`config.mk`:
```
export PLATFORM = sky130hd
export DESIGN_NAME = spi_apb_arbiter
export DESIGN_NICKNAME = d
export VERILOG_FILES = /design/src/rtl/spi_apb_arbiter.sv
export SDC_FILE = /design/constraint.sdc
export NUM_CORES = 1
export LEC_CHECK = 0
export CAP_MARGIN = 20
export CORE_ASPECT_RATIO = 0.75
export CORE_UTILIZATION = 39
export CTS_CLUSTER_DIAMETER = 30
export DETAILED_ROUTE_END_ITERATION = 6
export PLACE_DENSITY = 0.76
export SETUP_SLACK_MARGIN = 0.4
export SYNTH_ARGS = -nofsm -noshare
export SYNTH_HDL_FRONTEND = slang
export SYNTH_SLANG_ARGS = --single-unit
```
`constraint.sdc`:
```
create_clock -name pclk_i -period 1.7 [get_ports pclk_i]
set_input_delay 0.17 -clock pclk_i [delete_from_list [all_inputs] [get_ports pclk_i]]
set_output_delay 0.17 -clock pclk_i [all_outputs]
set_load 0.02 [all_outputs]
```
`src/rtl/spi_apb_arbiter.sv`:
```
// Two-requester round-robin arbiter in front of a single APB-style register port
// (the SPI controller). One transfer at a time: IDLE arbitrates, BUSY holds the
// slave access until pready_i or a cycle timeout, RESP pulses the owner's pready.
module spi_apb_arbiter #(
  parameter int unsigned ADDR_WIDTH = 8,
  parameter int unsigned DATA_WIDTH = 8,
  parameter int unsigned TIMEOUT    = 64
) (
  input  logic                  pclk_i,
  input  logic                  prst_i,
  // requester 0
  input  logic [ADDR_WIDTH-1:0] m0_paddr_i,
  input  logic                  m0_pwrite_i,
  input  logic [DATA_WIDTH-1:0] m0_pwdata_i,
  input  logic                  m0_penable_i,
  output logic [DATA_WIDTH-1:0] m0_prdata_o,
  output logic                  m0_pready_o,
  output logic                  m0_perror_o,
  // requester 1
  input  logic [ADDR_WIDTH-1:0] m1_paddr_i,
  input  logic                  m1_pwrite_i,
  input  logic [DATA_WIDTH-1:0] m1_pwdata_i,
  input  logic                  m1_penable_i,
  output logic [DATA_WIDTH-1:0] m1_prdata_o,
  output logic                  m1_pready_o,
  output logic                  m1_perror_o,
  // shared slave port
  output logic [ADDR_WIDTH-1:0] paddr_o,
  output logic                  pwrite_o,
  output logic [DATA_WIDTH-1:0] pwdata_o,
  output logic                  penable_o,
  input  logic [DATA_WIDTH-1:0] prdata_i,
  input  logic                  pready_i,
  input  logic                  perror_i,
  output logic [1:0]            grant_o
);

  localparam logic [1:0] IDLE = 2'd0;
  localparam logic [1:0] BUSY = 2'd1;
  localparam logic [1:0] RESP = 2'd2;

  // Counter value seen on the last allowed BUSY cycle.
  localparam logic [7:0] TO_LAST = 8'(TIMEOUT - 1);

  logic [1:0]            state_q, state_d;
  logic                  owner_q, owner_d;   // 0 = m0, 1 = m1
  logic                  last_q, last_d;     // requester served most recently
  logic [7:0]            cnt_q, cnt_d;
  logic [1:0]            grant_q, grant_d;
  logic [ADDR_WIDTH-1:0] paddr_q, paddr_d;
  logic                  pwrite_q, pwrite_d;
  logic [DATA_WIDTH-1:0] pwdata_q, pwdata_d;
  logic                  penable_q, penable_d;
  logic [DATA_WIDTH-1:0] m0_prdata_q, m0_prdata_d;
  logic [DATA_WIDTH-1:0] m1_prdata_q, m1_prdata_d;
  logic                  m0_pready_q, m0_pready_d;
  logic                  m1_pready_q, m1_pready_d;
  logic                  m0_perror_q, m0_perror_d;
  logic                  m1_perror_q, m1_perror_d;

  logic                  pick_m1;
  logic                  timeout_hit;
  logic                  xfer_done;
  logic [DATA_WIDTH-1:0] rsp_data;
  logic                  rsp_err;

  // On a tie the requester that was not served last wins.
  assign pick_m1     = m1_penable_i & (~m0_penable_i | ~last_q);
  assign timeout_hit = (cnt_q == TO_LAST);
  // pready_i takes priority over a coincident timeout.
  assign xfer_done   = pready_i | timeout_hit;
  assign rsp_data    = (pready_i && !pwrite_q) ? prdata_i : '0;
  assign rsp_err     = pready_i ? perror_i : 1'b1;

  // Next-state and output-register logic for the IDLE/BUSY/RESP sequence.
  always_comb begin
    state_d     = state_q;
    owner_d     = owner_q;
    last_d      = last_q;
    cnt_d       = cnt_q;
    grant_d     = grant_q;
    paddr_d     = paddr_q;
    pwrite_d    = pwrite_q;
    pwdata_d    = pwdata_q;
    penable_d   = penable_q;
    m0_prdata_d = m0_prdata_q;
    m1_prdata_d = m1_prdata_q;
    m0_pready_d = 1'b0;
    m1_pready_d = 1'b0;
    m0_perror_d = 1'b0;
    m1_perror_d = 1'b0;

    unique case (state_q)
      IDLE: begin
        if (m0_penable_i || m1_penable_i) begin
          owner_d   = pick_m1;
          grant_d   = pick_m1 ? 2'b10 : 2'b01;
          paddr_d   = pick_m1 ? m1_paddr_i  : m0_paddr_i;
          pwrite_d  = pick_m1 ? m1_pwrite_i : m0_pwrite_i;
          pwdata_d  = pick_m1 ? m1_pwdata_i : m0_pwdata_i;
          penable_d = 1'b1;
          cnt_d     = '0;
          state_d   = BUSY;
        end
      end
      BUSY: begin
        if (xfer_done) begin
          penable_d = 1'b0;
          state_d   = RESP;
          if (owner_q) begin
            m1_prdata_d = rsp_data;
            m1_pready_d = 1'b1;
            m1_perror_d = rsp_err;
          end else begin
            m0_prdata_d = rsp_data;
            m0_pready_d = 1'b1;
            m0_perror_d = rsp_err;
          end
        end else begin
          cnt_d = cnt_q + 8'd1;
        end
      end
      RESP: begin
        grant_d = 2'b00;
        last_d  = owner_q;
        state_d = IDLE;
      end
      default: state_d = IDLE;
    endcase
  end

  // State registers; reset drops any transfer in flight without a completion.
  always_ff @(posedge pclk_i or posedge prst_i) begin
    if (prst_i) begin
      state_q     <= IDLE;
      owner_q     <= 1'b0;
      last_q      <= 1'b1;
      cnt_q       <= '0;
      grant_q     <= 2'b00;
      paddr_q     <= '0;
      pwrite_q    <= 1'b0;
      pwdata_q    <= '0;
      penable_q   <= 1'b0;
      m0_prdata_q <= '0;
      m1_prdata_q <= '0;
      m0_pready_q <= 1'b0;
      m1_pready_q <= 1'b0;
      m0_perror_q <= 1'b0;
      m1_perror_q <= 1'b0;
    end else begin
      state_q     <= state_d;
      owner_q     <= owner_d;
      last_q      <= last_d;
      cnt_q       <= cnt_d;
      grant_q     <= grant_d;
      paddr_q     <= paddr_d;
      pwrite_q    <= pwrite_d;
      pwdata_q    <= pwdata_d;
      penable_q   <= penable_d;
      m0_prdata_q <= m0_prdata_d;
      m1_prdata_q <= m1_prdata_d;
      m0_pready_q <= m0_pready_d;
      m1_pready_q <= m1_pready_d;
      m0_perror_q <= m0_perror_d;
      m1_perror_q <= m1_perror_d;
    end
  end

  assign paddr_o     = paddr_q;
  assign pwrite_o    = pwrite_q;
  assign pwdata_o    = pwdata_q;
  assign penable_o   = penable_q;
  assign grant_o     = grant_q;
  assign m0_prdata_o = m0_prdata_q;
  assign m1_prdata_o = m1_prdata_q;
  assign m0_pready_o = m0_pready_q;
  assign m1_pready_o = m1_pready_q;
  assign m0_perror_o = m0_perror_q;
  assign m1_perror_o = m1_perror_q;

endmodule

```
==> flow_summary.yaml <==
status:
  status: "completed"
synthesis:
  synthCells: 208
  synth_area_leader_cell: "dfrtp_1"
  syn_area_sq_mm: 0.002253
  yosysUniqueCellTypes: 42
  synth_nets: 257
  ys_ff_latch: 52
  synthTopCellsByCount: "51 x dfrtp_1, 38 x nand2_1, 14 x o2bb2ai_1"
  yosys_warnings: 0
  synth_ff_type: "dfrtp_1"
  avgSynthCellArea_sq_um: 10.83
  ys_seq_area_share_pct: 57.80
  synth_edf_count: 0
  yosysTopAreaCellShare_pct: 56.64
  asyncSetResetFlopFracSynth_pct: 100.0
  ys_top_cells_by_area: "dfrtp_1 57%, nand2_1 6.3%, o2bb2ai_1 5.4%, a22oi_1 3.3%, mux2i_1 3.1%"
  yosysMostFrequentCell: "dfrtp_1"
power_and_ir_drop:
  swShare_pct: 40.48
  power_frac_seq_pct: 32.7
  power.share.clock_pct: 11.1
  p_leak_uw: 0.001885
  switchingPower_uw: 2659
  peakVddDrop_uv: 774.9
  powerDensity_mw_per_mm2: 1620
  p_int_uw: 3910
  comb_power_share_pct: 56.1
die:
  core_sq_mm: 0.005439
  dieArea_sq_mm: 0.006089
  initial_core_util_pct: 41.43
  num_rows: 23
  die_x_um: 89.77
  die_y_um: 67.83
  num_io_pins: 88
cells_and_area:
  drive_above_1_share_pct: 31.72
  multi_input_area_sq_mm: 0.001265
  final-seq-area_sq_mm: 0.001303
  fin_nets: 379
  areaGrowthSynthToFinish_pct: 80.01
  n_antenna_cell: 0
  fillCellCount: 331
  final_util_pct: 74.58
worst_setup_path:
  cp.required_ps: 1920
  crit_path_top_delay_cell: "or3_1"
  crit_chain: "buf_4, nand2b_1, or3_1, o2bb2ai_2"
  crit_arrival_ps: 1910
  crit_path_end_kind: "register"
  cpPeakStageDelay_ps: 590
  start_kind: "register"
  crit_fanout: 7
  path_class: "register to register"
sta:
  fin_crit_ps: 1682
  slew_headroom_pct: 58.72
  finalSetupViolCount: 0
  skew_ps: 12.81
  tightest_slew_ps: 619.2
  rsz0062_at_grt: "yes"
  fin_crit_sh_pct: 98.93
  timing.fmax_mhz: 594.6
  hold_viol: 0
  drv_slew: 0
  finalSetupTns_ps: 0
cts:
  cts_buffers: 5
  clk_latency_ps: 310
  htree_levels: 2
  cts_max_path_buffers: 2
  numClockSinks: 52
  clk_pin_slew_ps: 90
  cts_tree: "done"
  root_buffer: "clkbuf_8"
run:
  maxCapViolCount: 0
global_route:
  antenna_found_initial: 0
  grt_max_degree: 28
  grt_pass1_vias: 1959
  track_usage_pct: 20.27
  grt_overflow_total: 0
  grt_pass1_wl_um: 9535
routing:
  firstDrtPassIters: 4
  drc_errors: 0
  wirelength_um: 6973
  post_drt_wl_per_cell_um: 17.17
  viasPerCell: 5.283
  drt_first_iter_violations: 119
  drtAntennaViolNets: 0
  vias: 2145
place:
  dp_hpwl_um: 4349
  portBuffers: 87
  gp_congestion: 0.8553
min_path:
  worst_hold_path_type: "input port to register"
==> critical path: cells and delay by family, from the launching register on <==
kind / cells / cell delay (ps)
simple gates: 2 / 760
flops: 1 / 430
compound gates: 1 / 230
buf+inv: 1 / 170
==> per-stage QoR <==
step                instance area [sq um]  cells  power (uW)  hold WS [ps]  setup slack (ps)
floorplan                            2372    208        3676         224.7             169.8
global placement                     3417    382        4907         470.0            -25.94
detailed placement                   3417    382        4985         475.2            -75.87
CTS                                  3706    401        5780         303.2             145.4
global route                         4056    406        6892         304.9            -16.11
finish                               4056    406        6569         280.7             18.19
==> cells in the final DEF, fill, tap and decap left out, types with 5 or more instances in the layout <==
cell type,instances
a22oi_2,10
o2bb2ai_4,7
nand2_4,6
buf_6,9
mux2i_1,6
inv_1,5
dlygate4sd2_1,39
clkdlybuf4s50_1,46
nand2_1,31
o2bb2ai_2,7
o21ai_2,5
dfrtp_1,51
buf_12,5
clkbuf_8,6
buf_4,21
nand3_1,5
==> power by group through the flow <==
stage          registers, uW  logic, uW  clock network (uW)
6_report                2150       3690                 732
5_1_grt                 2200       3890                 794
4_1_cts                 2050       2990                 737
3_5_place_dp            2060       2920                   0
3_3_place_gp            2050       2860                   0
2_1_floorplan           2530       1140                   0
==> what timing repair did <==
item,CTS,global route
pin swaps,13,25
endpoints found under the setup margin,91,52
gates cloned,1,2
resized for setup,68,48
setup buffers,10,3
hold buffers,0,0
==> per-layer routing <==
| layer | wire [um] | vias up | GRT usage, % |
|---|---|---|---|
| met5 | 0 | - | 0 |
| met4 | 127 | 0 | 6.762 |
| met3 | 380 | 15 | 4.778 |
| met2 | 3362 | 87 | 33.27 |
| met1 | 3103 | 1052 | 27.01 |
| li1 | - | 991 | - |
==> registers in the layout, indices dropped and copies added (netlist names), 2 cells and up <==
| register | flops |
|---|---|
| pwdata_o | 8 |
| state_q | 2 |
| paddr_o | 8 |
| cnt_q | 8 |
| m0_prdata_o | 8 |
| m1_prdata_o | 8 |
| grant_o | 2 |
==> logic make-up (layout without fill, tap and decap cells) <==
family                   count (synthesis)  count (layout)  synth area share [%]
AO/OA/AOI/OAI                           60              60                 19.71
adder cells (fa/ha/maj)                  1               1                0.5552
buffers and inverters                   19             142                 3.276
AND/OR/NAND/NOR                         68              68                 15.05
multiplexers                             8               8                 3.609
flip-flops                              52              52                 57.80
==> area by class of cell <==
type,instances,area share (%)
inverter,9,0.9870
multi-input combinational,137,31.18
clock buffer,7,2.128
sequential,52,32.11
timing repair buffer,125,31.09
tap,75,2.313
clock inverter,1,0.1851
==> final timing paths <==
path | startpoint | to | slack [ps] | cells after the start
min in group asynchronous | prst_i | paddr_o[5]$_DFFE_PP0P_ | 290 | 3
max in group asynchronous | prst_i | last_q$_DFFE_PP1P_ | 1110 | 3
worst max-delay path | state_q[1]$_DFFE_PP0P_ | m0_prdata_o[2]$_DFFE_PP0P_ | 20 | 4
worst min register to register | m0_prdata_o[5]$_DFFE_PP0P_ | m0_prdata_o[5]$_DFFE_PP0P_ | 490 | 1
worst min-delay path | m0_penable_i | grant_o[0]$_DFFE_PP0P_ | 280 | 3
worst max register to register | state_q[1]$_DFFE_PP0P_ | m0_prdata_o[2]$_DFFE_PP0P_ | 20 | 4
(Power assumes the default switching activity.)
